[src/rtl/hazard_ctrl_pkg.sv]
// Shared types and constants for the pipeline hazard controller:
// forward-select encodings, default mul/div latencies and small match helpers.
package hazard_pkg;

    typedef enum logic [1:0] {
        FWD_PIPE = 2'd0,
        FWD_W    = 2'd1,
        FWD_M    = 2'd2
    } fwd_sel_e;

    localparam int MULT_LAT_DEF = 5;
    localparam int DIV_LAT_DEF  = 10;

    typedef logic [1:0] tval_t;
    typedef logic [4:0] reg_idx_t;

    // $0 never matches: it is hard-wired to zero and must not forward or stall.
    function automatic logic fwd_match(logic we, reg_idx_t dst, reg_idx_t src);
        return we && (dst == src) && (src != '0);
    endfunction

    function automatic logic [1:0] fwd_pick(logic m_hit, tval_t m_tnew, logic w_hit);
        if (m_hit && (m_tnew == '0)) return FWD_M;
        if (w_hit)                   return FWD_W;
        return FWD_PIPE;
    endfunction

endpackage

[src/rtl/hazard_ctrl_if.sv]
// Pipeline-status inputs and hazard-decision outputs of hazard_ctrl;
// master drives stage status, slave (the controller) returns stall/forward selects.
interface hazard_ctrl_if;
    import hazard_pkg::*;

    reg_idx_t D_rs, D_rt;
    tval_t    D_rs_tuse, D_rt_tuse;
    logic     D_is_md;
    reg_idx_t E_rs, E_rt, M_rt;
    reg_idx_t E_dst, M_dst, W_dst;
    logic     E_we, M_we, W_we;
    tval_t    E_tnew, M_tnew;
    logic     E_md_start, E_md_div;

    logic       stall, E_clr, md_busy;
    logic [1:0] fwd_D_rs, fwd_D_rt, fwd_E_rs, fwd_E_rt;
    logic       fwd_M_rt;

    modport master (
        output D_rs, D_rt, D_rs_tuse, D_rt_tuse, D_is_md,
        output E_rs, E_rt, M_rt, E_dst, M_dst, W_dst,
        output E_we, M_we, W_we, E_tnew, M_tnew, E_md_start, E_md_div,
        input  stall, E_clr, md_busy,
        input  fwd_D_rs, fwd_D_rt, fwd_E_rs, fwd_E_rt, fwd_M_rt
    );

    modport slave (
        input  D_rs, D_rt, D_rs_tuse, D_rt_tuse, D_is_md,
        input  E_rs, E_rt, M_rt, E_dst, M_dst, W_dst,
        input  E_we, M_we, W_we, E_tnew, M_tnew, E_md_start, E_md_div,
        output stall, E_clr, md_busy,
        output fwd_D_rs, fwd_D_rt, fwd_E_rs, fwd_E_rt, fwd_M_rt
    );

endinterface

[src/rtl/hazard_ctrl_md_busy_counter.sv]
// Busy tracker for the multi-cycle multiply/divide unit: loads the operation
// latency when an md op enters E and counts down to idle.
module md_busy_counter
    import hazard_pkg::*;
#(
    parameter int MULT_LAT = MULT_LAT_DEF,
    parameter int DIV_LAT  = DIV_LAT_DEF
) (
    input  logic clk,
    input  logic rst,
    input  logic start,
    input  logic div,
    output logic busy
);

    localparam int MAX_LAT = (MULT_LAT > DIV_LAT) ? MULT_LAT : DIV_LAT;
    localparam int CW      = $clog2(MAX_LAT + 1);

    localparam logic [CW-1:0] MULT_LOAD = CW'(MULT_LAT);
    localparam logic [CW-1:0] DIV_LOAD  = CW'(DIV_LAT);

    typedef enum logic {IDLE, BUSY} state_e;

    state_e        r_state;
    logic [CW-1:0] r_cnt;
    logic          r_busy;
    logic [CW-1:0] w_load;

    assign w_load = div ? DIV_LOAD : MULT_LOAD;

    // NOTE: reset is synchronous and checked first, so it beats a coincident start.
    always_ff @(posedge clk) begin
        if (rst) begin
            r_state <= IDLE;
            r_cnt   <= '0;
            r_busy  <= 1'b0;
        end else if (start) begin
            r_cnt   <= w_load;
            r_busy  <= (w_load != '0);
            r_state <= (w_load != '0) ? BUSY : IDLE;
        end else begin
            case (r_state)
                IDLE: begin
                    r_busy <= 1'b0;
                end
                BUSY: begin
                    r_cnt <= r_cnt - 1'b1;
                    if (r_cnt == CW'(1)) begin
                        r_state <= IDLE;
                        r_busy  <= 1'b0;
                    end
                end
                default: begin
                    r_state <= IDLE;
                    r_busy  <= 1'b0;
                end
            endcase
        end
    end

    assign busy = r_busy;

endmodule

[src/rtl/hazard_ctrl.sv]
// Central stall/forward decision logic for the five-stage MIPS pipeline.
// Optional stall-cycle statistics counter built when HAZARD_STAT_EN is defined.
module hazard_ctrl
    import hazard_pkg::*;
#(
    parameter int MULT_LAT = MULT_LAT_DEF,
    parameter int DIV_LAT  = DIV_LAT_DEF
) (
    input  logic          clk,
    input  logic          rst,
    hazard_ctrl_if.slave  hz
`ifdef HAZARD_STAT_EN
    ,
    output logic [31:0]   stall_cnt
`endif
);

    logic w_e_hit_rs, w_e_hit_rt, w_m_hit_rs, w_m_hit_rt, w_w_hit_rs, w_w_hit_rt;
    logic w_me_hit_rs, w_me_hit_rt, w_we_hit_rs, w_we_hit_rt;
    logic w_stall_rs, w_stall_rt, w_md_stall, w_md_busy, w_stall;

    assign w_e_hit_rs = fwd_match(hz.E_we, hz.E_dst, hz.D_rs);
    assign w_e_hit_rt = fwd_match(hz.E_we, hz.E_dst, hz.D_rt);
    assign w_m_hit_rs = fwd_match(hz.M_we, hz.M_dst, hz.D_rs);
    assign w_m_hit_rt = fwd_match(hz.M_we, hz.M_dst, hz.D_rt);
    assign w_w_hit_rs = fwd_match(hz.W_we, hz.W_dst, hz.D_rs);
    assign w_w_hit_rt = fwd_match(hz.W_we, hz.W_dst, hz.D_rt);

    assign w_me_hit_rs = fwd_match(hz.M_we, hz.M_dst, hz.E_rs);
    assign w_me_hit_rt = fwd_match(hz.M_we, hz.M_dst, hz.E_rt);
    assign w_we_hit_rs = fwd_match(hz.W_we, hz.W_dst, hz.E_rs);
    assign w_we_hit_rt = fwd_match(hz.W_we, hz.W_dst, hz.E_rt);

    assign hz.fwd_D_rs = fwd_pick(w_m_hit_rs,  hz.M_tnew, w_w_hit_rs);
    assign hz.fwd_D_rt = fwd_pick(w_m_hit_rt,  hz.M_tnew, w_w_hit_rt);
    assign hz.fwd_E_rs = fwd_pick(w_me_hit_rs, hz.M_tnew, w_we_hit_rs);
    assign hz.fwd_E_rt = fwd_pick(w_me_hit_rt, hz.M_tnew, w_we_hit_rt);
    assign hz.fwd_M_rt = fwd_match(hz.W_we, hz.W_dst, hz.M_rt);

    // A producer stalls D only if its result arrives later than D needs it.
    assign w_stall_rs = (hz.D_rs != '0) &&
                        ((w_e_hit_rs && (hz.E_tnew > hz.D_rs_tuse)) ||
                         (w_m_hit_rs && (hz.M_tnew > hz.D_rs_tuse)));
    assign w_stall_rt = (hz.D_rt != '0) &&
                        ((w_e_hit_rt && (hz.E_tnew > hz.D_rt_tuse)) ||
                         (w_m_hit_rt && (hz.M_tnew > hz.D_rt_tuse)));
    assign w_md_stall = hz.D_is_md && (hz.E_md_start || w_md_busy);
    assign w_stall    = w_stall_rs || w_stall_rt || w_md_stall;

    assign hz.stall   = w_stall;
    assign hz.E_clr   = w_stall;
    assign hz.md_busy = w_md_busy;

    md_busy_counter #(
        .MULT_LAT (MULT_LAT),
        .DIV_LAT  (DIV_LAT)
    ) u_md_busy (
        .clk   (clk),
        .rst   (rst),
        .start (hz.E_md_start),
        .div   (hz.E_md_div),
        .busy  (w_md_busy)
    );

`ifdef HAZARD_STAT_EN
    logic [31:0] r_stall_cnt;

    always_ff @(posedge clk) begin
        if (rst)
            r_stall_cnt <= '0;
        else if (w_stall && (r_stall_cnt != '1))
            r_stall_cnt <= r_stall_cnt + 32'd1;
    end

    assign stall_cnt = r_stall_cnt;
`endif

endmodule

[src/flat_wrapper.sv]
// flat-port wrapper written by rule: the top's interface ports become plain ports
module hazard_ctrl_flat import hazard_pkg::*;
#(
    parameter int MULT_LAT = MULT_LAT_DEF,
    parameter int DIV_LAT  = DIV_LAT_DEF
)
  (clk, rst, hz_D_rs, hz_D_rt, hz_D_rs_tuse, hz_D_rt_tuse, hz_D_is_md, hz_E_rs, hz_E_rt, hz_M_rt, hz_E_dst, hz_M_dst, hz_W_dst, hz_E_we, hz_M_we, hz_W_we, hz_E_tnew, hz_M_tnew, hz_E_md_start, hz_E_md_div, hz_stall, hz_E_clr, hz_md_busy, hz_fwd_D_rs, hz_fwd_D_rt, hz_fwd_E_rs, hz_fwd_E_rt, hz_fwd_M_rt);
  hazard_ctrl_if hz_i ();
  input  logic clk;
  input  logic rst;
  input wire logic [$bits(hz_i.D_rs)-1:0] hz_D_rs;
  input wire logic [$bits(hz_i.D_rt)-1:0] hz_D_rt;
  input wire logic [$bits(hz_i.D_rs_tuse)-1:0] hz_D_rs_tuse;
  input wire logic [$bits(hz_i.D_rt_tuse)-1:0] hz_D_rt_tuse;
  input wire logic [$bits(hz_i.D_is_md)-1:0] hz_D_is_md;
  input wire logic [$bits(hz_i.E_rs)-1:0] hz_E_rs;
  input wire logic [$bits(hz_i.E_rt)-1:0] hz_E_rt;
  input wire logic [$bits(hz_i.M_rt)-1:0] hz_M_rt;
  input wire logic [$bits(hz_i.E_dst)-1:0] hz_E_dst;
  input wire logic [$bits(hz_i.M_dst)-1:0] hz_M_dst;
  input wire logic [$bits(hz_i.W_dst)-1:0] hz_W_dst;
  input wire logic [$bits(hz_i.E_we)-1:0] hz_E_we;
  input wire logic [$bits(hz_i.M_we)-1:0] hz_M_we;
  input wire logic [$bits(hz_i.W_we)-1:0] hz_W_we;
  input wire logic [$bits(hz_i.E_tnew)-1:0] hz_E_tnew;
  input wire logic [$bits(hz_i.M_tnew)-1:0] hz_M_tnew;
  input wire logic [$bits(hz_i.E_md_start)-1:0] hz_E_md_start;
  input wire logic [$bits(hz_i.E_md_div)-1:0] hz_E_md_div;
  output wire logic [$bits(hz_i.stall)-1:0] hz_stall;
  output wire logic [$bits(hz_i.E_clr)-1:0] hz_E_clr;
  output wire logic [$bits(hz_i.md_busy)-1:0] hz_md_busy;
  output wire logic [$bits(hz_i.fwd_D_rs)-1:0] hz_fwd_D_rs;
  output wire logic [$bits(hz_i.fwd_D_rt)-1:0] hz_fwd_D_rt;
  output wire logic [$bits(hz_i.fwd_E_rs)-1:0] hz_fwd_E_rs;
  output wire logic [$bits(hz_i.fwd_E_rt)-1:0] hz_fwd_E_rt;
  output wire logic [$bits(hz_i.fwd_M_rt)-1:0] hz_fwd_M_rt;
  assign hz_i.D_rs = hz_D_rs;
  assign hz_i.D_rt = hz_D_rt;
  assign hz_i.D_rs_tuse = hz_D_rs_tuse;
  assign hz_i.D_rt_tuse = hz_D_rt_tuse;
  assign hz_i.D_is_md = hz_D_is_md;
  assign hz_i.E_rs = hz_E_rs;
  assign hz_i.E_rt = hz_E_rt;
  assign hz_i.M_rt = hz_M_rt;
  assign hz_i.E_dst = hz_E_dst;
  assign hz_i.M_dst = hz_M_dst;
  assign hz_i.W_dst = hz_W_dst;
  assign hz_i.E_we = hz_E_we;
  assign hz_i.M_we = hz_M_we;
  assign hz_i.W_we = hz_W_we;
  assign hz_i.E_tnew = hz_E_tnew;
  assign hz_i.M_tnew = hz_M_tnew;
  assign hz_i.E_md_start = hz_E_md_start;
  assign hz_i.E_md_div = hz_E_md_div;
  assign hz_stall = hz_i.stall;
  assign hz_E_clr = hz_i.E_clr;
  assign hz_md_busy = hz_i.md_busy;
  assign hz_fwd_D_rs = hz_i.fwd_D_rs;
  assign hz_fwd_D_rt = hz_i.fwd_D_rt;
  assign hz_fwd_E_rs = hz_i.fwd_E_rs;
  assign hz_fwd_E_rt = hz_i.fwd_E_rt;
  assign hz_fwd_M_rt = hz_i.fwd_M_rt;
  hazard_ctrl #(.MULT_LAT(MULT_LAT), .DIV_LAT(DIV_LAT)) u_core (.clk(clk), .rst(rst), .hz(hz_i));
endmodule
[config.mk]
export PLATFORM = sky130hd
export DESIGN_NAME = hazard_ctrl_flat
export DESIGN_NICKNAME = d
export VERILOG_FILES = /design/src/rtl/hazard_ctrl_pkg.sv /design/src/rtl/hazard_ctrl_if.sv /design/src/rtl/hazard_ctrl_md_busy_counter.sv /design/src/rtl/hazard_ctrl.sv /design/src/flat_wrapper.sv
export SDC_FILE = /design/constraint.sdc
export NUM_CORES = 1
export LEC_CHECK = 0
export ABC_AREA = 1
export CAP_MARGIN = 20
export CORE_ASPECT_RATIO = 0.9
export CORE_MARGIN = 3
export CORE_UTILIZATION = 38
export CTS_BUF_LIST = sky130_fd_sc_hd__clkbuf_8 sky130_fd_sc_hd__clkbuf_16
export DETAILED_ROUTE_END_ITERATION = 8
export PLACE_DENSITY = 0.78
export SLEW_MARGIN = 30
export SYNTH_ARGS = -nofsm -noshare
export SYNTH_HDL_FRONTEND = slang
export SYNTH_SLANG_ARGS = --single-unit
[constraint.sdc]
create_clock -name clk -period 1.2 [get_ports clk]
set_input_delay 0.18 -clock clk [delete_from_list [all_inputs] [get_ports clk]]
set_output_delay 0.18 -clock clk [all_outputs]
set_load 0.005 [all_outputs]
==> results of run 1 <==
## sequential cells by signal (all words and copies together), names as in the netlist
| signal | flops |
|---|---|
| u_core.u_md_busy.busy | 1 |
| u_core.u_md_busy.r_cnt | 4 |
| u_core.u_md_busy.r_state | 1 |
## Yosys cell counts, types with 2 or more instances
cell type	number	area share, %
sky130_fd_sc_hd__nand4_1	5	2.2
sky130_fd_sc_hd__o21ai_0	9	3.2
sky130_fd_sc_hd__ha_1	10	8.8
sky130_fd_sc_hd__nor3_2	2	1.4
sky130_fd_sc_hd__buf_4	2	1.1
sky130_fd_sc_hd__buf_2	2	0.70
sky130_fd_sc_hd__nand2_1	75	20
sky130_fd_sc_hd__o21ai_1	4	1.4
sky130_fd_sc_hd__nor4_1	2	0.88
sky130_fd_sc_hd__nor2_2	3	1.3
sky130_fd_sc_hd__xnor2_1	13	8.0
sky130_fd_sc_hd__dfxtp_1	6	8.4
sky130_fd_sc_hd__inv_2	7	1.8
sky130_fd_sc_hd__nand3_1	9	3.2
sky130_fd_sc_hd__o22ai_1	9	3.9
sky130_fd_sc_hd__xor2_1	8	4.9
sky130_fd_sc_hd__nor2_1	30	7.9
sky130_fd_sc_hd__a31oi_1	2	0.88
sky130_fd_sc_hd__nor3_1	6	2.1
sky130_fd_sc_hd__inv_1	38	10
sky130_fd_sc_hd__a21oi_1	13	4.6
## area by class of cell
cell class              instances  area, sq um
clock buffers                   3         41.3
fillers                       227          607
inverters                      45          206
multi-input cells             207         1430
flip-flops and latches          6          123
well taps                      44         55.1
repair buffers                129         1050
## routing by layer
| layer | global-route usage, % | part of all wire, % | vias up |
|---|---|---|---|
| met3 | 4.40 | 6.6 | 12 |
| met5 | 0 | 0 | - |
| met2 | 45.6 | 48 | 100 |
| met4 | 5.40 | 1.6 | 0 |
| met1 | 35.6 | 44 | 1060 |
| li1 | - | - | 1104 |
## worst paths after layout
check | slack (ns) | cells past startpoint | endpoint
min reg2reg | 0.54 | 2 | u_core.u_md_busy.r_cnt[2]
max | -0.21 | 12 | hz_E_clr
max reg2reg | 0.07 | 5 | u_core.u_md_busy.r_cnt[1]
min | 0.54 | 2 | u_core.u_md_busy.r_cnt[2]
## cells by family (layout without fill, tap and decap cells)
kind of cell    Yosys count  in the layout  share of synthesized area, %
flops                     6              6                          8.41
simple gates            136            136                          40.7
buf+inv                  49            177                          13.6
compound gates           40             40                          15.7
fa+ha+maj                10             10                          8.76
xor+xnor                 21             21                          12.9
## timing repair
| action | 4_1_cts | 5_1_grt |
|---|---|---|
| pin swaps | 57 | 33 |
| setup endpoints to repair | 13 | 14 |
| buffers inserted | 7 | 1 |
| resized for setup | 288 | 73 |
## stage by stage
| step | setup TNS [ns] | setup slack, ns | hold WS, ns |
|---|---|---|---|
| after CTS | -0.675 | -0.170 | 0.516 |
| after global routing | -1.39 | -0.280 | 0.576 |
| after global placement | -10.81 | -1.05 | 0.498 |
| after floorplan | -0.00829 | -0.00829 | 0.249 |
| after detailed placement | -11.09 | -1.08 | 0.506 |
| final | -0.874 | -0.208 | 0.543 |
## power groups by stage
stage	Clock [mW]	Sequential, mW	Combinational (mW)
final	0.310	0.233	0.976
after global routing	0.329	0.235	1.05
after CTS	0.311	0.229	0.859
after detailed placement	0	0.231	0.809
after global placement	0	0.231	0.798
after floorplan	0	0.230	0.339
## worst max-delay path: stages
cell and delay (ns):
sky130_fd_sc_hd__buf_6 0.09, sky130_fd_sc_hd__inv_8 0.03, sky130_fd_sc_hd__ha_4 0.27, sky130_fd_sc_hd__inv_2 0.04
sky130_fd_sc_hd__nor2_2 0.08, sky130_fd_sc_hd__o21ai_1 0.06, sky130_fd_sc_hd__nor2_1 0.10, sky130_fd_sc_hd__nand2_1 0.07
sky130_fd_sc_hd__nand2_2 0.08, sky130_fd_sc_hd__nand2_2 0.06, sky130_fd_sc_hd__nand3_2 0.06, sky130_fd_sc_hd__buf_2 0.11
==> metrics list, run 1 <==
- Growth of design area from synthesis to finish: 103%
* Clk_lat worst skew: 0.22 ns
- TritonCTS built the clock tree.
- Each instance of the synthesized netlist takes up on average 5.45 sq um.
* Number of nets in the layout: 458
- Final Critical Period: 1.41 ns
* Critical path startpoint: hz_D_rs_tuse[1]
- The pre-antenna-repair detailed-routing pass consisted of 4 iterations.
* First-pass GRT wire length: 9890 um
* Crit path max fanout: 2
- After floorplanning, the core was sized to cover 3500 sq um.
* Final count of negative-setup-slack endpoints: 8
- STA classifies the critical path startpoint as an input pin.
- After clock tree synthesis, the clock-pin slew on the worst setup and hold paths is 0.04 ns.
- VDD sags by at most 0.818 mV.
- Internal Power: 0.934 mW
- Top library cells by usage in the layout, fill and taps aside: 66 x sky130_fd_sc_hd__nand2_1, 58 x sky130_fd_sc_hd__buf_4, 28 x sky130_fd_sc_hd__buf_2
- DRC: 0
* Worst Setup Slack, final: -0.208 ns
- Hold WC Path Type: reg -> reg
* Relative contribution of the clock network to total power: 20.4%
- The synthesized netlist contains 28 unique library cells.
- Clock skew on the completed layout was measured at 0.00151 ns.
* Unrepaired setup endpoints after global routing: yes
- Overall fraction of global-route tracks in use: 26.8%
- Crit path kind: in -> out
* Final hold violation count: 0
- CTS built an H-tree with a depth of 1.
- Finished Cell Area: 2900 sq um
- Longest Clk Path Bufs: 2
- Yosys mapped a number of flops with a built-in enable equal to 0.
- Startpoint of the most critical hold path: u_core.u_md_busy.r_cnt[2]
* Critical Path End Type: output port
- Sum of internal, switching and leakage power: 1.52 mW
- Worst slew pin tran: 0.234 ns
* Number of global-route vias before repair: 2,168
- Horiz. Die Dim: 70.6 um
* # IOs: 68
- For this run the aggregate overflow at the end of global routing stands at 0.
- Routed via count divided by cell count: 5.24
* Leading cell type in the layout, fill and taps excluded: sky130_fd_sc_hd__nand2_1
- Sequential share of power: 15.3%
* Number of slew-limit violations in the final report: 0
- The tree built by TritonCTS fans out to 6 sinks.
* Initial cell density of the core: 40.8%
* Maximum number of pins on one net before global-route repair: 8
- Cells with a size suffix above 1 make up 51.5% of the layout.
* Detail Placement HPWL: 4710 um
- Routed len/inst: 15.2 um
- Static Leak: 1.45 nW
- Combinational logic is responsible for 64.3% of the overall power.
- Summing all placed instances gives a cell area of 2560 sq um.
- Counting the buffers created by CTS gives 3.
- Outcome: finished with violations
* Die footprint: 4530 sq um
- The mapped netlist covers 1430 sq um.
- For this run, asynchronously set or reset flops after synthesis account for 0%.
- In this run, the number of DRC markers left after iteration 0 of detailed routing was 323.
- In this run the tool buffered the top-level ports with 67 buffer cells.
- For this block, the via count after detailed routing is 2,276.
- Power spent charging and discharging nets: 0.585 mW
- For this run, the leading register cell type out of synthesis is sky130_fd_sc_hd__dfxtp_1.
- Residual antenna-violating net count after detailed routing: 0
- Power spread over the standard cell area amounts to 524 nW/um^2.
* Total wire length: 6580 um
- Yosys warnings: 0
- Number of antenna violations at the first check in global routing: 0
- The floorplan has 20 rows.
* Highest attainable clock frequency: 710 MHz
* Sequential element share of the synthesized area: 8.41%
- In this run switching power makes up 38.5% of total power.
- Post-route core utilization: 82.7%
- Synth Instances: 262
- Root Buffer Master: sky130_fd_sc_hd__clkbuf_8
* Worst reg2reg path startpoint: u_core.u_md_busy.r_cnt[1]
- Total placed cells including tap cells: 424
- Diode count: 0
- Maximum capacitance violations: 0
* Post-synthesis net count: 328
- Vertical die dimension: 64.2 um
* Number of standard cells in the layout, taps in and fillers out: 434
- Counting flops and latches in the post-synthesis netlist gives 6.
* Required time at the endpoint of the critical path: 1.02 ns
- Routability congestion estimate from global placement: 0.925
* Cts hold-fix bufs: 0
- Final critical-path share of the clock period: 117%
- Failing checks: negative setup slack
- Data arrival time of the worst path: 1.23 ns
- Max-Slew Margin vs Limit: 84.2%
Power figures use the tool's default switching activity.
==> inputs of run 2 (changes only) <==
ABC_CLOCK_PERIOD_IN_PS = 1200   (was not set)
==> results of run 2 <==
No change in the layout: final DEF, timing and power equal those of run 1.
==> inputs of run 3 (changes only) <==
REMOVE_ABC_BUFFERS = 1   (was not set)
SKIP_CTS_REPAIR_TIMING = 1   (was not set)
==> metrics list, run 3 (same netlist as run 1, synthesis figures left out) <==
- Counting the buffers created by CTS gives 3.
* Diode count: 0
- Vertical die dimension: 64.2 um
- DRC: 0
- Sequential share of power: 15.5%
- Routability congestion estimate from global placement: 0.894
* Leading cell type in the layout, fill and taps excluded: sky130_fd_sc_hd__nand2_1
* Detail Placement HPWL: 4460 um
- Number of placement rows: 20
- 68 I/O pins were placed.
- At the pin with the least slew margin, the transition time is 0.263 ns.
* Register bank with the most flops: u_core.u_md_busy.r_cnt
- Setup crit start kind: input pin
- Max-Slew Margin vs Limit: 82.3%
- Overall fraction of global-route tracks in use: 22.1%
* Unrepaired setup endpoints after global routing: yes
* Finished Cell Area: 2890 sq um
- Setup violations remaining at the end of the flow were counted as 9.
- Crit path kind: in -> out
* Top library cells by usage in the layout, fill and taps aside: 64 x sky130_fd_sc_hd__nand2_1, 45 x sky130_fd_sc_hd__buf_4, 22 x sky130_fd_sc_hd__nor2_1, 22 x sky130_fd_sc_hd__dlymetal6s2s_1, 20 x sky130_fd_sc_hd__buf_6
- Total placed cells including tap cells: 417
- Input and output buffers added on the ports amount to 67.
- TritonCTS clock tree: built
* Final sum of negative setup slack: -1.19 ns
* Horiz. Die Dim: 70.6 um
- Per report_power, the clock group accounts for 20.6% of the total.
* Required time at the endpoint of the critical path: 1.02 ns
- The final-report max-slew violation count came to 0.
- The analysis attributes to cell leakage a power of 1.59 nW.
* Number of standard cells in the layout, taps in and fillers out: 426
- The register with the most flip-flops in the layout has 4 of them.
* Hold WC Path Type: reg -> reg
- CTS built an H-tree with a depth of 1.
* Delay of the slowest cell on the worst path: 0.21 ns
- Highest attainable clock frequency: 649 MHz
- The internal power of the cells totals 0.926 mW.
- Outcome: finished with violations
- Clock sink total: 6
* Total number of vias: 2,265
- After detailed routing, the average wire length per cell comes to 15.8 um.
- Instance area at placement: 2490 sq um
* Clk_lat worst skew: 0.23 ns
- Final critical-path share of the clock period: 128%
* Number of nets in the layout: 450
* Worst Hold Slack: 0.530 ns
- Register clock-pin slew on the reported worst setup and hold paths: 0.04 ns
- The slowest stage of the critical path is the sky130_fd_sc_hd__ha_4 cell.
- For this run, the detailed router's first-pass iteration total came to 4.
* Initial cell density of the core: 40.8%
* Routed via count divided by cell count: 5.32
- Gate family responsible for the most delay along the worst path: simple AND/OR/NAND/NOR gates
- Data arrives at the worst endpoint at 1.36 ns.
- For this design the total switching power over the nets is 0.575 mW.
* Crit path max fanout: 2
- Longest Clk Path Bufs: 2
- Entering global routing, the biggest net connects 8 pins.
* Growth of design area from synthesis to finish: 102%
* Fraction of power spent switching nets: 38.3%
- Total congestion overflow: 0
- The region available for standard cell placement spans 3500 sq um.
- For this design the ratio of total power to cell area is 520 nW/um^2.
- Final Critical Period: 1.54 ns
- The die covers 4530 sq um.
- Proportion of layout cells with a drive suffix above 1: 46.9%
* Share of power burned in combinational logic: 63.9%
- The initial antenna violation count was 0.
- First-pass GRT wire length: 8310 um
- Worst Setup Slack, final: -0.341 ns
- Max IR drop VDD: 0.251 mV
* Most used cell, CP: sky130_fd_sc_hd__nand2_1
* Total wire length: 6720 um
- The checks that failed: negative setup slack.
- For the final database, setup skew stands at 0.000754 ns.
- Maximum capacitance violations: 0
- The tree is rooted in a sky130_fd_sc_hd__clkbuf_8.
* Residual antenna-violating net count after detailed routing: 0
- The hold violation total from the final report is 0.
* Detailed router's first-iteration violation count: 154
* Critical Path End Type: output port
* Number of global-route vias before repair: 1,929
- List of cells traversed by the critical path: dlymetal6s2s_1 > inv_2 > ha_4 > nand2_1 > nand4_1 > nor2_1 > nand2_1 > nand2_1 > nand2_2 > nand3_2 > clkbuf_2
- Total buffers and inverters traversed by the critical path: 3
-- run 3: cell types whose count changed in the layout (fill, tap and decap cells not counted), moves of 3 or more --
cell                             delta
sky130_fd_sc_hd__dlygate4sd2_1     -11
sky130_fd_sc_hd__nor3_2             +5
sky130_fd_sc_hd__inv_4              +4
sky130_fd_sc_hd__nor3_4             -3
sky130_fd_sc_hd__buf_4             -13
sky130_fd_sc_hd__clkbuf_2          +13
sky130_fd_sc_hd__dlymetal6s2s_1    +22
sky130_fd_sc_hd__buf_2             -21
sky130_fd_sc_hd__buf_6              +3
-- run 3: final cells by class --
cell class              instances  area, sq um
multi-input cells             207         1350
repair buffers                121         1120
fillers                       206          617
inverters                      45          199
flip-flops and latches          6          121
well taps                      44         55.1
clock buffers                   3         41.3
-- run 3: metal layers --
layer  share of wire, %  track usage, %
met1                 38            28.8
met2                 51            39.6
met3                7.5            2.20
met4                3.4            4.23
met5                  0               0
-- run 3: worst paths after layout --
kind / from / to / slack (ns) / cells after the start
worst max-delay path: hz_D_rt_tuse[1] / hz_E_clr / -0.34 / 11
worst min-delay path: u_core.u_md_busy.r_cnt[3] / u_core.u_md_busy.r_cnt[3] / 0.53 / 2
worst max register to register: u_core.u_md_busy.r_cnt[0] / u_core.u_md_busy.r_cnt[1] / 0.05 / 5
worst min register to register: u_core.u_md_busy.r_cnt[3] / u_core.u_md_busy.r_cnt[3] / 0.53 / 2
-- run 3: worst reg2reg max path: stages (launching register included) --
cell                       delay [ns]
sky130_fd_sc_hd__dfxtp_2         0.34
sky130_fd_sc_hd__inv_1           0.06
sky130_fd_sc_hd__ha_1            0.32
sky130_fd_sc_hd__o311ai_2        0.24
sky130_fd_sc_hd__nand2_1         0.08
sky130_fd_sc_hd__inv_1           0.05
-- run 3: power groups by stage --
| stage | logic (mW) | registers [mW] | clock network, mW |
|---|---|---|---|
| 2_1_floorplan | 0.313 | 0.230 | 0 |
| 3_3_place_gp | 0.760 | 0.231 | 0 |
| 3_5_place_dp | 0.778 | 0.232 | 0 |
| 4_1_cts | 0.781 | 0.229 | 0.315 |
| 5_1_grt | 1.03 | 0.233 | 0.329 |
| 6_report | 0.958 | 0.233 | 0.310 |
-- run 3: metrics by stage --
stage | utilization, % | worst slack [ns] | total power [mW]
after floorplan | - | 0.0516 | 0.543
after global placement | 71.1 | -0.953 | 0.991
after detailed placement | 71.1 | -1.01 | 1.01
after CTS | 72.3 | -1.01 | 1.32
after global routing | 82.4 | -0.377 | 1.59
final | 82.4 | -0.341 | 1.50
